## src/rtl/regfile_wb_arbiter.sv

```systemverilog
// regfile_wb_arbiter: round-robin arbiter merging ALU (A) and load (B)
// writebacks onto one register-file write port, plus pending-write scoreboard.
// Ports:
//   clk, reset (async, active-high)
//   a_valid/a_addr/a_data -> a_ready : ALU writeback request
//   b_valid/b_addr/b_data -> b_ready : load writeback request
//   issue_valid/issue_addr : mark destination pending
//   flush                  : clear all pending state
//   ra1/ra2 -> busy1/busy2 : pending lookups
//   rf_we/rf_wa/rf_wd      : registered register-file write port
//   pend_cnt               : number of pending registers
//   last_grant             : 0 = A won last transfer, 1 = B
module regfile_wb_arbiter #(
   parameter int DATA_W = 32,
   parameter int ADDR_W = 5
) (
   input  logic              clk,
   input  logic              reset,
   input  logic              a_valid,
   input  logic [ADDR_W-1:0] a_addr,
   input  logic [DATA_W-1:0] a_data,
   output logic              a_ready,
   input  logic              b_valid,
   input  logic [ADDR_W-1:0] b_addr,
   input  logic [DATA_W-1:0] b_data,
   output logic              b_ready,
   input  logic              issue_valid,
   input  logic [ADDR_W-1:0] issue_addr,
   input  logic              flush,
   input  logic [ADDR_W-1:0] ra1,
   input  logic [ADDR_W-1:0] ra2,
   output logic              busy1,
   output logic              busy2,
   output logic              rf_we,
   output logic [ADDR_W-1:0] rf_wa,
   output logic [DATA_W-1:0] rf_wd,
   output logic [ADDR_W:0]   pend_cnt,
   output logic              last_grant
);

   localparam int NREG = 1 << ADDR_W;
   localparam logic [ADDR_W:0] CNT_ONE = {{ADDR_W{1'b0}}, 1'b1};

   logic [NREG-1:0]   pending;
   logic [NREG-1:0]   pend_nxt;
   logic              xfer;
   logic [ADDR_W-1:0] g_addr;
   logic [DATA_W-1:0] g_data;
   logic              set_en;
   logic              inc;
   logic              dec;

   // Under contention the requester not named by last_grant wins.
   assign a_ready = a_valid && (!b_valid || last_grant);
   assign b_ready = b_valid && (!a_valid || !last_grant);
   assign xfer    = a_ready || b_ready;
   assign g_addr  = a_ready ? a_addr : b_addr;
   assign g_data  = a_ready ? a_data : b_data;

   assign busy1 = (ra1 != '0) && pending[ra1];
   assign busy2 = (ra2 != '0) && pending[ra2];

   assign set_en = issue_valid && (issue_addr != '0);

   // rf_wa is never zero while rf_we is high, so bit 0 is never touched.
   // A set on the same address as the clear wins (new producer).
   assign inc = set_en && !pending[issue_addr];
   assign dec = rf_we && pending[rf_wa] &&
                !(set_en && (issue_addr == rf_wa));

   always_comb begin
      pend_nxt = pending;
      if (rf_we)
         pend_nxt[rf_wa] = 1'b0;
      if (set_en)
         pend_nxt[issue_addr] = 1'b1;
      pend_nxt[0] = 1'b0;
   end

   always_ff @(posedge clk or posedge reset) begin
      if (reset) begin
         rf_we      <= 1'b0;
         rf_wa      <= '0;
         rf_wd      <= '0;
         last_grant <= 1'b1;
      end else begin
         rf_we <= xfer && (g_addr != '0);
         if (xfer) begin
            last_grant <= b_ready;
            // Address-0 transfers are swallowed; keep the port contents.
            if (g_addr != '0) begin
               rf_wa <= g_addr;
               rf_wd <= g_data;
            end
         end
      end
   end

   always_ff @(posedge clk or posedge reset) begin
      if (reset) begin
         pending  <= '0;
         pend_cnt <= '0;
      end else if (flush) begin
         pending  <= '0;
         pend_cnt <= '0;
      end else begin
         pending <= pend_nxt;
         if (inc && !dec)
            pend_cnt <= pend_cnt + CNT_ONE;
         else if (dec && !inc)
            pend_cnt <= pend_cnt - CNT_ONE;
      end
   end

endmodule

```

## config.mk

```make
export PLATFORM = sky130hd
export DESIGN_NAME = regfile_wb_arbiter
export DESIGN_NICKNAME = d
export VERILOG_FILES = /design/src/rtl/regfile_wb_arbiter.sv
export SDC_FILE = /design/constraint.sdc
export NUM_CORES = 1
export LEC_CHECK = 0
export ABC_AREA = 0
export CORE_MARGIN = 3
export CORE_UTILIZATION = 43
export DETAILED_ROUTE_END_ITERATION = 8
export GPL_TIMING_DRIVEN = 0
export HOLD_SLACK_MARGIN = 0.08
export PLACE_DENSITY_LB_ADDON = 0.15
export SLEW_MARGIN = 15
export SYNTH_ARGS = -nofsm -noshare
export SYNTH_HDL_FRONTEND = slang
export SYNTH_SLANG_ARGS = --single-unit
```

## constraint.sdc

```tcl
create_clock -name clk -period 3.7 [get_ports clk]
set_clock_uncertainty 0.2 [all_clocks]
set_input_delay 0.555 -clock clk [delete_from_list [all_inputs] [get_ports clk]]
set_output_delay 0.555 -clock clk [all_outputs]
set_load 0.05 [all_outputs]
```

== Word level (Yosys, flattened, before mapping) ==
Cells that the tools add are included.

* $add $sub $neg: 2
* Multipliers: 0
* Divide/modulo/power cells: 0
* Magnitude comparators: 6
* Eq/ne operators: 1
* Shift-type cells: 0
* Multiplexer cells: 20
* Bitwise logic cells: 3
* Reduce and logical (&&, ||, !) cells: 30

{| class="wikitable"
|+ Operators with widths
! operator !! count
|-
| $mux W32 || 4
|-
| $and A32 B32 Y32 || 1
|-
| $not A32 Y32 || 1
|-
| $or A32 B32 Y32 || 1
|-
| $lt A5 B6 Y1 const B || 4
|-
| $bmux W1 S5 || 4
|-
| $reduce_bool A5 Y1 || 4
|-
| $mux W6 || 3
|-
| $logic_and A1 B1 Y1 || 14
|-
| $demux W1 S5 || 2
|-
| $ge A5 B1 Y1 const B || 2
|-
| $logic_not A1 Y1 || 7
|-
| $add A6 B1 Y6 const B || 1
|-
| $mux W1 || 6
|-
| $sub A6 B1 Y6 const B || 1
|-
| $eq A5 B5 Y1 || 1
|-
| $mux W5 || 1
|-
| $logic_or A1 B1 Y1 || 3
|-
| $reduce_bool A3 Y1 || 1
|-
| $reduce_and A2 Y1 || 1
|}

* Bits in registers: 77
* Latch bits: 0
* Memory bits (writable): 0
* Bits in read-only memories: 0
* Input port bits: 95
* Output and inout bits: 49
* Logic and storage cells: 68
* Memories: 0

== Logic depth before layout (Yosys ltp) ==
Gate-level depths: netlist of the first run.

* Depth after elaboration: 10
* Depth in mapped cells: 15
* Depth with buffers taken out: 12

== Least setup slack after synthesis of the first run ==
No wires, ideal clock.

* Kind: register -> register
* Start point: reg rf_wa[1]
* End point: reg pend_cnt[5]
* Setup time: 125 ps
* Data arrival time: 3950 ps
* Required time: 3375 ps
* Slack: -575 ps
* Cell stages (with the launch flop): 15
* Path buffers: 2
* Period minus slack after synthesis: 4275 ps
* Cell sequence: dfrtp_1 > clkbuf_1 > mux4_2 > a22o_1 > a2111oi_2 > a31oi_1 > or3_1 > buf_2 > ha_1 > a21o_1 > a21o_1 > a21o_1 > a21oi_1 > mux2i_1 > mux2_2

* Longest elaborated chain between the ends: 8
* Elaborated cells on any way between the ends: 13
* Those cells by class: 1 x eq/ne; 4 x mux; 8 x reduce/logical

{| class="wikitable"
|+ RTL lines
! element !! line !! RTL
|-
| start, declared || 35 || <nowiki>output logic [ADDR_W-1:0] rf_wa,</nowiki>
|-
| start signal, assigned || 92 || <nowiki>rf_wa <= g_addr;</nowiki>
|-
| $bmux W1 S5 / $eq A5 B5 Y1 (equally long branches) || 68, 69 ||
|-
| $mux W1 (implied by the code) / $logic_and A1 B1 Y1 (equally long branches) || 68, 69 ||
|-
| $logic_and A1 B1 Y1 / $logic_not A1 Y1 (equally long branches) || 68, 69 ||
|-
| $logic_and A1 B1 Y1 (*) || 68 || <nowiki>assign dec = rf_we && pending[rf_wa] &&</nowiki>
|-
| $logic_not A1 Y1 || 108 || <nowiki>if (inc && !dec)</nowiki>
|-
| $logic_and A1 B1 Y1 || 108 ||
|-
| $mux W6 || 108 ||
|-
| $mux W6 || 103 || <nowiki>end else if (flush) begin</nowiki>
|-
| end signal, assigned || 109 || <nowiki>pend_cnt <= pend_cnt + CNT_ONE;</nowiki>
|-
| end signal, assigned || 111 || <nowiki>pend_cnt <= pend_cnt - CNT_ONE;</nowiki>
|-
| end, declared || 37 || <nowiki>output logic [ADDR_W:0] pend_cnt,</nowiki>
|}

Every way passes the cells marked *; elsewhere a longest branch is shown, timed or not. The select of a mux whose other input is x is not followed.
A chain may end at the register's enable or synchronous reset.

== Worst setup path after layout of the first run ==
* Start point: reg rf_wa[0]
* End point: reg pend_cnt[5]

Same word-level chain as after synthesis.

==> impl_summary.txt, run 1 <==
----------------------------------------------------
[Finish]
  Non-filler instance count after layout ... 820
  Core occupancy in the finished layout ... 63.4%
  Number of nets at the end of the flow ... 778
  Layout fillers ... 885
  Share of post-route cells with drive strength above 1 ... 13.2%
  Growth of design area from synthesis to finish ... 41.3%
  Finished Cell Area ... 0.00667 mm²

[Pwr]
  Leak Pwr ... 2.74 nW
  Clock share of power ... 21.2%
  Power density over the cells ... 438 mW/mm²
  Internal power ... 1.74 mW
  Tot Pwr ... 2.92 mW
  Worst vdd ir ... 0.000235 V
  Sequential share of power ... 34.8%
  Combinational power share ... 44.0%
  Switch Pwr ... 1.19 mW
  Switching Share ... 40.6%

[Floorplanning]
  Starting density of the core ... 44.9%
  Die ar. ... 0.0123 mm²
  Cell Rows ... 37
  Placeable core region ... 0.0105 mm²
  Die Span Y ... 111 µm
  Number of top-level pins ... 144
  Die width ... 111 µm

[Setup path]
  Startpoint class of the critical path ... flip-flop
  Biggest fanout along the worst timing path ... 5
  Critical R2R Launch ... rf_wa[0]
  Worst Setup End Kind ... flip-flop
  Class of the most critical setup path ... flip-flop to flip-flop
  Worst endpoint data arrival time ... 4.01 ns
  Beginning of the critical path ... rf_wa[0]
  Worst path required time ... 3.75 ns

[Synthesis]
  Cell type contributing the most total cell area after synthesis ... sky130_fd_sc_hd__dfrtp_1
  Sequential share of the synthesized area ... 40.3%
  Post-synthesis register bit count ... 76
  Post-Synthesis Cells ... 517
  Largest cells by area after synthesis ... sky130_fd_sc_hd__dfrtp_1 (40%), sky130_fd_sc_hd__mux4_2 (12%), sky130_fd_sc_hd__nand2_1 (8.7%), sky130_fd_sc_hd__a31oi_1 (4.9%), sky130_fd_sc_hd__o21ai_0 (4.3%)
  Count of cell types in the netlist ... 45
  Netlist area before placement ... 0.00472 mm²
  Synth Net Count ... 617
  Yosys Warn Count ... 0
  Syn Area/Cell ... 9.13 µm²
  Area share of the leading cell type in the synthesized netlist ... 39.8%

[Status]
  Result of the run ... complete, but fails checks
  Failing checks ... setup timing

[Run]
  MaxCap Viol Count ... 0

[Timing]
  Tightest slew margin relative to the limit ... 20.4%
  Final setup violating endpoints ... 1
  Unrepaired setup endpoints after global routing ... true
  Final Cycle Share ... 107%
  Worst path setup slack after routing ... -0.267 ns
  Worst Hold Margin ... 0.268 ns
  Minimum clock period ... 3.97 ns
  Final count of pins violating max slew ... 0
  Actual slew at the worst max-slew pin ... 1.19 ns
  Final hold violation count ... 0
  Final TNS setup ... -0.267 ns
  Highest achievable clock rate ... 0.252 GHz

[Global route]
  GRT Overall Usage ... 25.9%
  First-pass GRT wire length ... 25600 µm
  Maximum number of pins on one net before global-route repair ... 61
  Via count of the first global-routing pass ... 4919
  Antenna violations before repair ... 1
  Remaining Overflow, GRT ... 0

[Clock network]
  TritonCTS clock tree ... built
  Clock buffers created by TritonCTS ... 9
  Clock latency of the later-clocked register in the worst-skew pair ... 0.36 ns
  Number of H-tree levels ... 3
  CTS Sinks ... 76
  Clock Tree Buf Depth ... 2
  CTS clock-pin slew for the worst setup and hold paths ... 0.08 ns
  Library cell used as clock root buffer ... sky130_fd_sc_hd__clkbuf_8

[Placed design]
  Gpl congestion ... 0.962
  HPWL Detailed ... 11800 µm
  Total instance count after detailed placement ... 792
  Area post-placement ... 0.00634 mm²
  I/O Buffers ... 138
  Setup slack after placement ... -0.976 ns

[Drt]
  1st-iter DRT viols ... 281
  Routed Wire Length ... 15800 µm
  Post-detailed-route DRC marker count ... 0
  Antenna viol nets, final ... 0
  Mean number of vias per cell ... 5.75
  Number of iterations in the first detailed-routing pass ... 7
  Routed via count ... 4718
  Post-DR wirelength/cell ... 19.2 µm

[Worst hold path]
  Hold Path Class ... primary input to asynchronous set/reset pin

----------------------------------------------------
==> power by group through the flow <==
stage               logic, mW  registers [mW]  clock network (mW)
finish                   1.29            1.02               0.620
global route             1.37            1.04               0.666
CTS                      1.27            1.01               0.628
detailed placement       1.25            1.03                   0
global placement         1.23            1.02                   0
floorplan               0.445            1.37                   0
==> path summary, 6_finish.rpt <==
path | endpoint | slack, ns | depth (start not counted)
max | pend_cnt[5] | -0.27 | 14
min | rf_wd[6] | 0.27 | 2
max reg2reg | pend_cnt[5] | -0.27 | 14
min reg2reg | last_grant | 0.32 | 2
max in group asynchronous | last_grant | 2.43 | 3
min in group clk | last_grant | 0.32 | 2
==> registers in the layout (all words and copies together) (netlist names) <==
name        count
pend_cnt        6
rf_we           1
rf_wd          32
last_grant      1
pending        31
rf_wa           5
==> cell type report <==
type                            instances  area, µm²  area share, %
Tap cell                              136        170           2.55
Timing Repair Buffer                  151       1510           22.6
Inverter                                7       28.8          0.432
Multi-Input combinational cell        395       2670           40.0
Antenna cell                            1       2.50         0.0375
Clock buffer                           13        169           2.53
Clock inverter                          3       20.0          0.300
Buffer                                 38        193           2.89
Sequential cell                        76       1910           28.6
==> cell families (layout without fill, tap and decap cells) <==
| family | after synthesis | after routing | share of synthesized area (%) |
|---|---|---|---|
| xor gates and xnor gates | 8 | 8 | 1.48 |
| AOI/OAI and AO/OA | 138 | 138 | 17.0 |
| buffers and inverters | 46 | 212 | 4.00 |
| muxes | 47 | 47 | 17.3 |
| and+or+nand+nor | 197 | 197 | 18.4 |
| adders and majority gates | 5 | 5 | 1.48 |
| other | 0 | 1 | 0 |
| DFF | 76 | 76 | 40.3 |
==> critical path, cell delays in order (launching register included) <==
cell and delay [ns]:
sky130_fd_sc_hd__dfrtp_2 0.38, sky130_fd_sc_hd__buf_8 0.11, sky130_fd_sc_hd__mux4_2 0.49, sky130_fd_sc_hd__a22o_1 0.25, sky130_fd_sc_hd__a2111oi_4 0.34, sky130_fd_sc_hd__a31oi_2 0.15
sky130_fd_sc_hd__or3_1 0.34, sky130_fd_sc_hd__buf_6 0.14, sky130_fd_sc_hd__ha_4 0.20, sky130_fd_sc_hd__a21o_1 0.15, sky130_fd_sc_hd__a21o_1 0.20, sky130_fd_sc_hd__a21o_1 0.20
sky130_fd_sc_hd__a21oi_2 0.15, sky130_fd_sc_hd__mux2i_1 0.21, sky130_fd_sc_hd__mux2_2 0.34
==> Yosys cell counts <==
| master | n |
|---|---|
| sky130_fd_sc_hd__buf_2 | 1 |
| sky130_fd_sc_hd__clkbuf_1 | 34 |
| sky130_fd_sc_hd__a21oi_1 | 39 |
| sky130_fd_sc_hd__mux4_2 | 26 |
| sky130_fd_sc_hd__xnor2_1 | 4 |
| sky130_fd_sc_hd__nor2b_1 | 4 |
| sky130_fd_sc_hd__and3_1 | 4 |
| sky130_fd_sc_hd__a21o_1 | 5 |
| sky130_fd_sc_hd__or3_1 | 2 |
| sky130_fd_sc_hd__o211ai_1 | 1 |
| sky130_fd_sc_hd__nand3b_1 | 5 |
| sky130_fd_sc_hd__and3b_1 | 3 |
| sky130_fd_sc_hd__a211o_1 | 1 |
| sky130_fd_sc_hd__a211oi_1 | 1 |
| sky130_fd_sc_hd__nand2b_1 | 1 |
| sky130_fd_sc_hd__nor3b_1 | 4 |
| sky130_fd_sc_hd__buf_1 | 2 |
| sky130_fd_sc_hd__a31oi_1 | 37 |
| sky130_fd_sc_hd__o21ai_0 | 41 |
| sky130_fd_sc_hd__xor2_1 | 4 |
| sky130_fd_sc_hd__nor2_1 | 46 |
| sky130_fd_sc_hd__mux2_4 | 1 |
| sky130_fd_sc_hd__nor3_1 | 2 |
| sky130_fd_sc_hd__or4_1 | 3 |
| sky130_fd_sc_hd__dfrtp_1 | 75 |
| sky130_fd_sc_hd__or3b_2 | 2 |
| sky130_fd_sc_hd__o22ai_1 | 1 |
| sky130_fd_sc_hd__a221o_1 | 1 |
| sky130_fd_sc_hd__o21ai_1 | 1 |
| sky130_fd_sc_hd__a2111oi_2 | 1 |
| sky130_fd_sc_hd__nand4b_1 | 3 |
| sky130_fd_sc_hd__o41ai_1 | 1 |
| sky130_fd_sc_hd__nand3_1 | 8 |
| sky130_fd_sc_hd__dfstp_2 | 1 |
| sky130_fd_sc_hd__a22oi_1 | 3 |
| sky130_fd_sc_hd__inv_1 | 7 |
| sky130_fd_sc_hd__mux2i_1 | 7 |
| sky130_fd_sc_hd__o31ai_1 | 3 |
| sky130_fd_sc_hd__buf_6 | 2 |
| sky130_fd_sc_hd__mux2_2 | 13 |
| sky130_fd_sc_hd__a22o_1 | 2 |
| sky130_fd_sc_hd__and2_4 | 1 |
| sky130_fd_sc_hd__nand2_1 | 109 |
| sky130_fd_sc_hd__ha_1 | 4 |
| sky130_fd_sc_hd__fa_1 | 1 |
==> routing by layer <==
layer / global-route usage [%] / wire length (µm)
met5: 0 / 0
met2: 41.7 / 7390
met1: 31.5 / 6050
met3: 10.3 / 1910
met4: 9.20 / 398
==> timing repair <==
| action | 4_1_cts | 5_1_grt |
|---|---|---|
| pin swaps | 2 | 11 |
| setup buffers | 6 | 6 |
| resized for setup | 12 | 9 |
| hold buffers | 0 | 0 |
| setup endpoints to repair | 5 | 5 |
==> placed cells by master, fill, tap and decap left out, types with 4 or more instances in the layout <==
cell type,netlist,layout
sky130_fd_sc_hd__clkdlybuf4s50_1,0,131
sky130_fd_sc_hd__nand2_1,109,109
sky130_fd_sc_hd__dfrtp_1,75,72
sky130_fd_sc_hd__nor2_1,46,46
sky130_fd_sc_hd__o21ai_0,41,41
sky130_fd_sc_hd__a21oi_1,39,37
sky130_fd_sc_hd__a31oi_1,37,36
sky130_fd_sc_hd__clkbuf_1,34,29
sky130_fd_sc_hd__mux4_2,26,26
sky130_fd_sc_hd__clkbuf_8,0,14
sky130_fd_sc_hd__mux2_2,13,13
sky130_fd_sc_hd__buf_4,0,12
sky130_fd_sc_hd__nand3_1,8,8
sky130_fd_sc_hd__mux2i_1,7,7
sky130_fd_sc_hd__inv_1,7,6
sky130_fd_sc_hd__nand3b_1,5,5
sky130_fd_sc_hd__a21o_1,5,5
sky130_fd_sc_hd__dlymetal6s2s_1,0,5
sky130_fd_sc_hd__and3_1,4,4
sky130_fd_sc_hd__nor3b_1,4,4
sky130_fd_sc_hd__nor2b_1,4,4
sky130_fd_sc_hd__xor2_1,4,4
sky130_fd_sc_hd__xnor2_1,4,4
Power figures use the tool's default switching activity.
==> inputs of run 2 (changes only) <==
- CTS_CLUSTER_DIAMETER: not set -> 100
- REMOVE_ABC_BUFFERS: not set -> 1
- SKIP_CTS_REPAIR_TIMING: not set -> 1
==> impl_summary.txt, run 2 (same netlist as run 1, synthesis figures left out) <==
----------------------------------------------------
[Status]
  Result of the run ... complete, but fails checks
  Failing checks ... setup timing

[Finish]
  Register name with the most flops ... rf_wd
  Non-filler instance count after layout ... 795
  Max FFs per register ... 32
  Top Registers ... rf_wd x32, pending x31, pend_cnt x6
  Growth of design area from synthesis to finish ... 43.7%
  Share of post-route cells with drive strength above 1 ... 15.3%
  Most common cell after layout, fill and taps aside ... sky130_fd_sc_hd__clkdlybuf4s50_1
  Number of nets at the end of the flow ... 754
  Layout fillers ... 872
  Highest-count cells in the layout ignoring fill and taps ... sky130_fd_sc_hd__clkdlybuf4s50_1 (133), sky130_fd_sc_hd__nand2_1 (109), sky130_fd_sc_hd__dfrtp_1 (71)
  Core occupancy in the finished layout ... 64.5%
  Antenna diode count ... 0

[Drt]
  Number of iterations in the first detailed-routing pass ... 5
  Routed Wire Length ... 14800 µm
  Mean number of vias per cell ... 5.75
  Routed via count ... 4572
  1st-iter DRT viols ... 297
  Antenna viol nets, final ... 0
  Post-DR wirelength/cell ... 18.6 µm
  Post-detailed-route DRC marker count ... 0

[Pwr]
  Leak Pwr ... 2.81 nW
  Worst vdd ir ... 0.000236 V
  Power density over the cells ... 469 mW/mm²

[Setup path]
  Class of the most critical setup path ... flip-flop to flip-flop
  Biggest fanout along the worst timing path ... 8
  Worst path required time ... 3.76 ns
  Worst endpoint data arrival time ... 3.99 ns
  Startpoint class of the critical path ... flip-flop
  Worst Setup End Kind ... flip-flop

[Clock network]
  Library cell used as clock root buffer ... sky130_fd_sc_hd__clkbuf_8
  CTS clock-pin slew for the worst setup and hold paths ... 0.09 ns
  TritonCTS clock tree ... built
  Number of H-tree levels ... 3
  Clock Tree Buf Depth ... 2
  Clock latency of the later-clocked register in the worst-skew pair ... 0.36 ns
  Clock buffers created by TritonCTS ... 9
  CTS Sinks ... 76

[Timing]
  Final Cycle Share ... 106%
  Worst Hold Margin ... 0.308 ns
  Final hold violation count ... 0
  Tightest slew margin relative to the limit ... 27.1%
  Unrepaired setup endpoints after global routing ... true
  Minimum clock period ... 3.93 ns
  Worst path setup slack after routing ... -0.227 ns
  Actual slew at the worst max-slew pin ... 1.09 ns
  Final TNS setup ... -0.227 ns
  Final count of pins violating max slew ... 0
  Highest achievable clock rate ... 0.255 GHz
  Final setup violating endpoints ... 1

[Global route]
  GRT Overall Usage ... 23.1%
  Maximum number of pins on one net before global-route repair ... 51
  Via count of the first global-routing pass ... 4440
  Remaining Overflow, GRT ... 0
  Antenna violations before repair ... 0
  First-pass GRT wire length ... 23000 µm

[Placed design]
  I/O Buffers ... 143
  Setup slack after placement ... -1.63 ns
  HPWL Detailed ... 10300 µm
  Total instance count after detailed placement ... 761
  Gpl congestion ... 0.918

[Floorplanning]
  Die Span Y ... 111 µm
  Number of top-level pins ... 144
  Die ar. ... 0.0123 mm²
  Cell Rows ... 37
  Starting density of the core ... 44.9%
  Die width ... 111 µm
  Placeable core region ... 0.0105 mm²

[Run]
  MaxCap Viol Count ... 0

[Worst hold path]
  Hold Path Class ... primary input to asynchronous set/reset pin

----------------------------------------------------
==> run 2: cell types whose count changed in the layout (fill, tap and decap cells not counted), sizes merged <==
cell,change
clkbuf,-33
buf,+5
bufinv,+4
clkdlybuf4s50,+2
dlygate4sd2,-2
dlymetal6s2s,+2
clkinv,-1
diode,-1
inv,-1
==> run 2: layout make-up <==
type,count,area [µm²],area share (%)
Clock buffer,12,155,2.29
Clock inverter,4,120,1.77
Inverter,7,32.5,0.480
Multi-Input combinational cell,395,2710,40.0
Sequential cell,76,1910,28.2
Tap cell,136,170,2.51
Timing Repair Buffer,164,1670,24.7
Timing Repair inverter,1,5.00,0.0738
==> run 2: final timing paths <==
kind / start / to / slack [ns] / depth (start not counted)
max reg2reg: rf_wa[0] / pend_cnt[5] / -0.23 / 13
max: rf_wa[0] / pend_cnt[5] / -0.23 / 13
max in group asynchronous: reset / rf_wa[0] / 2.40 / 3
min reg2reg: last_grant / last_grant / 0.34 / 2
min in group clk: last_grant / last_grant / 0.34 / 2
min: reset / rf_wd[24] / 0.31 / 2
==> run 2: metal layers <==
metal  up-vias  global-route usage, %  share of wire [%]
met2       248                   35.9                 46
li1       2133                      -                  -
met3        30                   9.61                 13
met4         0                   8.95                2.1
met5         -                      0                  0
met1      2161                   28.6                 39
==> run 2: metrics by stage <==
step | total power, mW | area [µm²]
5_1_grt | 3.33 | 6780
2_1_floorplan | 1.77 | 4560
3_5_place_dp | 2.25 | 6290
6_report | 3.18 | 6780
4_1_cts | 3.12 | 6560
3_3_place_gp | 2.22 | 6160
==> run 2: critical path, stage by stage (launching register included) <==
cell,delay [ns]
sky130_fd_sc_hd__dfrtp_4,0.52
sky130_fd_sc_hd__buf_4,0.15
sky130_fd_sc_hd__mux4_2,0.40
sky130_fd_sc_hd__nor2b_2,0.18
sky130_fd_sc_hd__a2111oi_4,0.30
sky130_fd_sc_hd__a31oi_2,0.16
sky130_fd_sc_hd__or3_4,0.46
sky130_fd_sc_hd__ha_4,0.22
sky130_fd_sc_hd__a21o_1,0.17
sky130_fd_sc_hd__a21o_1,0.18
sky130_fd_sc_hd__a21o_1,0.20
sky130_fd_sc_hd__a21oi_2,0.13
sky130_fd_sc_hd__mux2i_1,0.21
sky130_fd_sc_hd__mux2_2,0.35
==> run 2: power breakdown <==
group          switching, mW  internal, mW
sequential             0.109         0.937
clock                  0.313         0.554
combinational          0.755         0.516
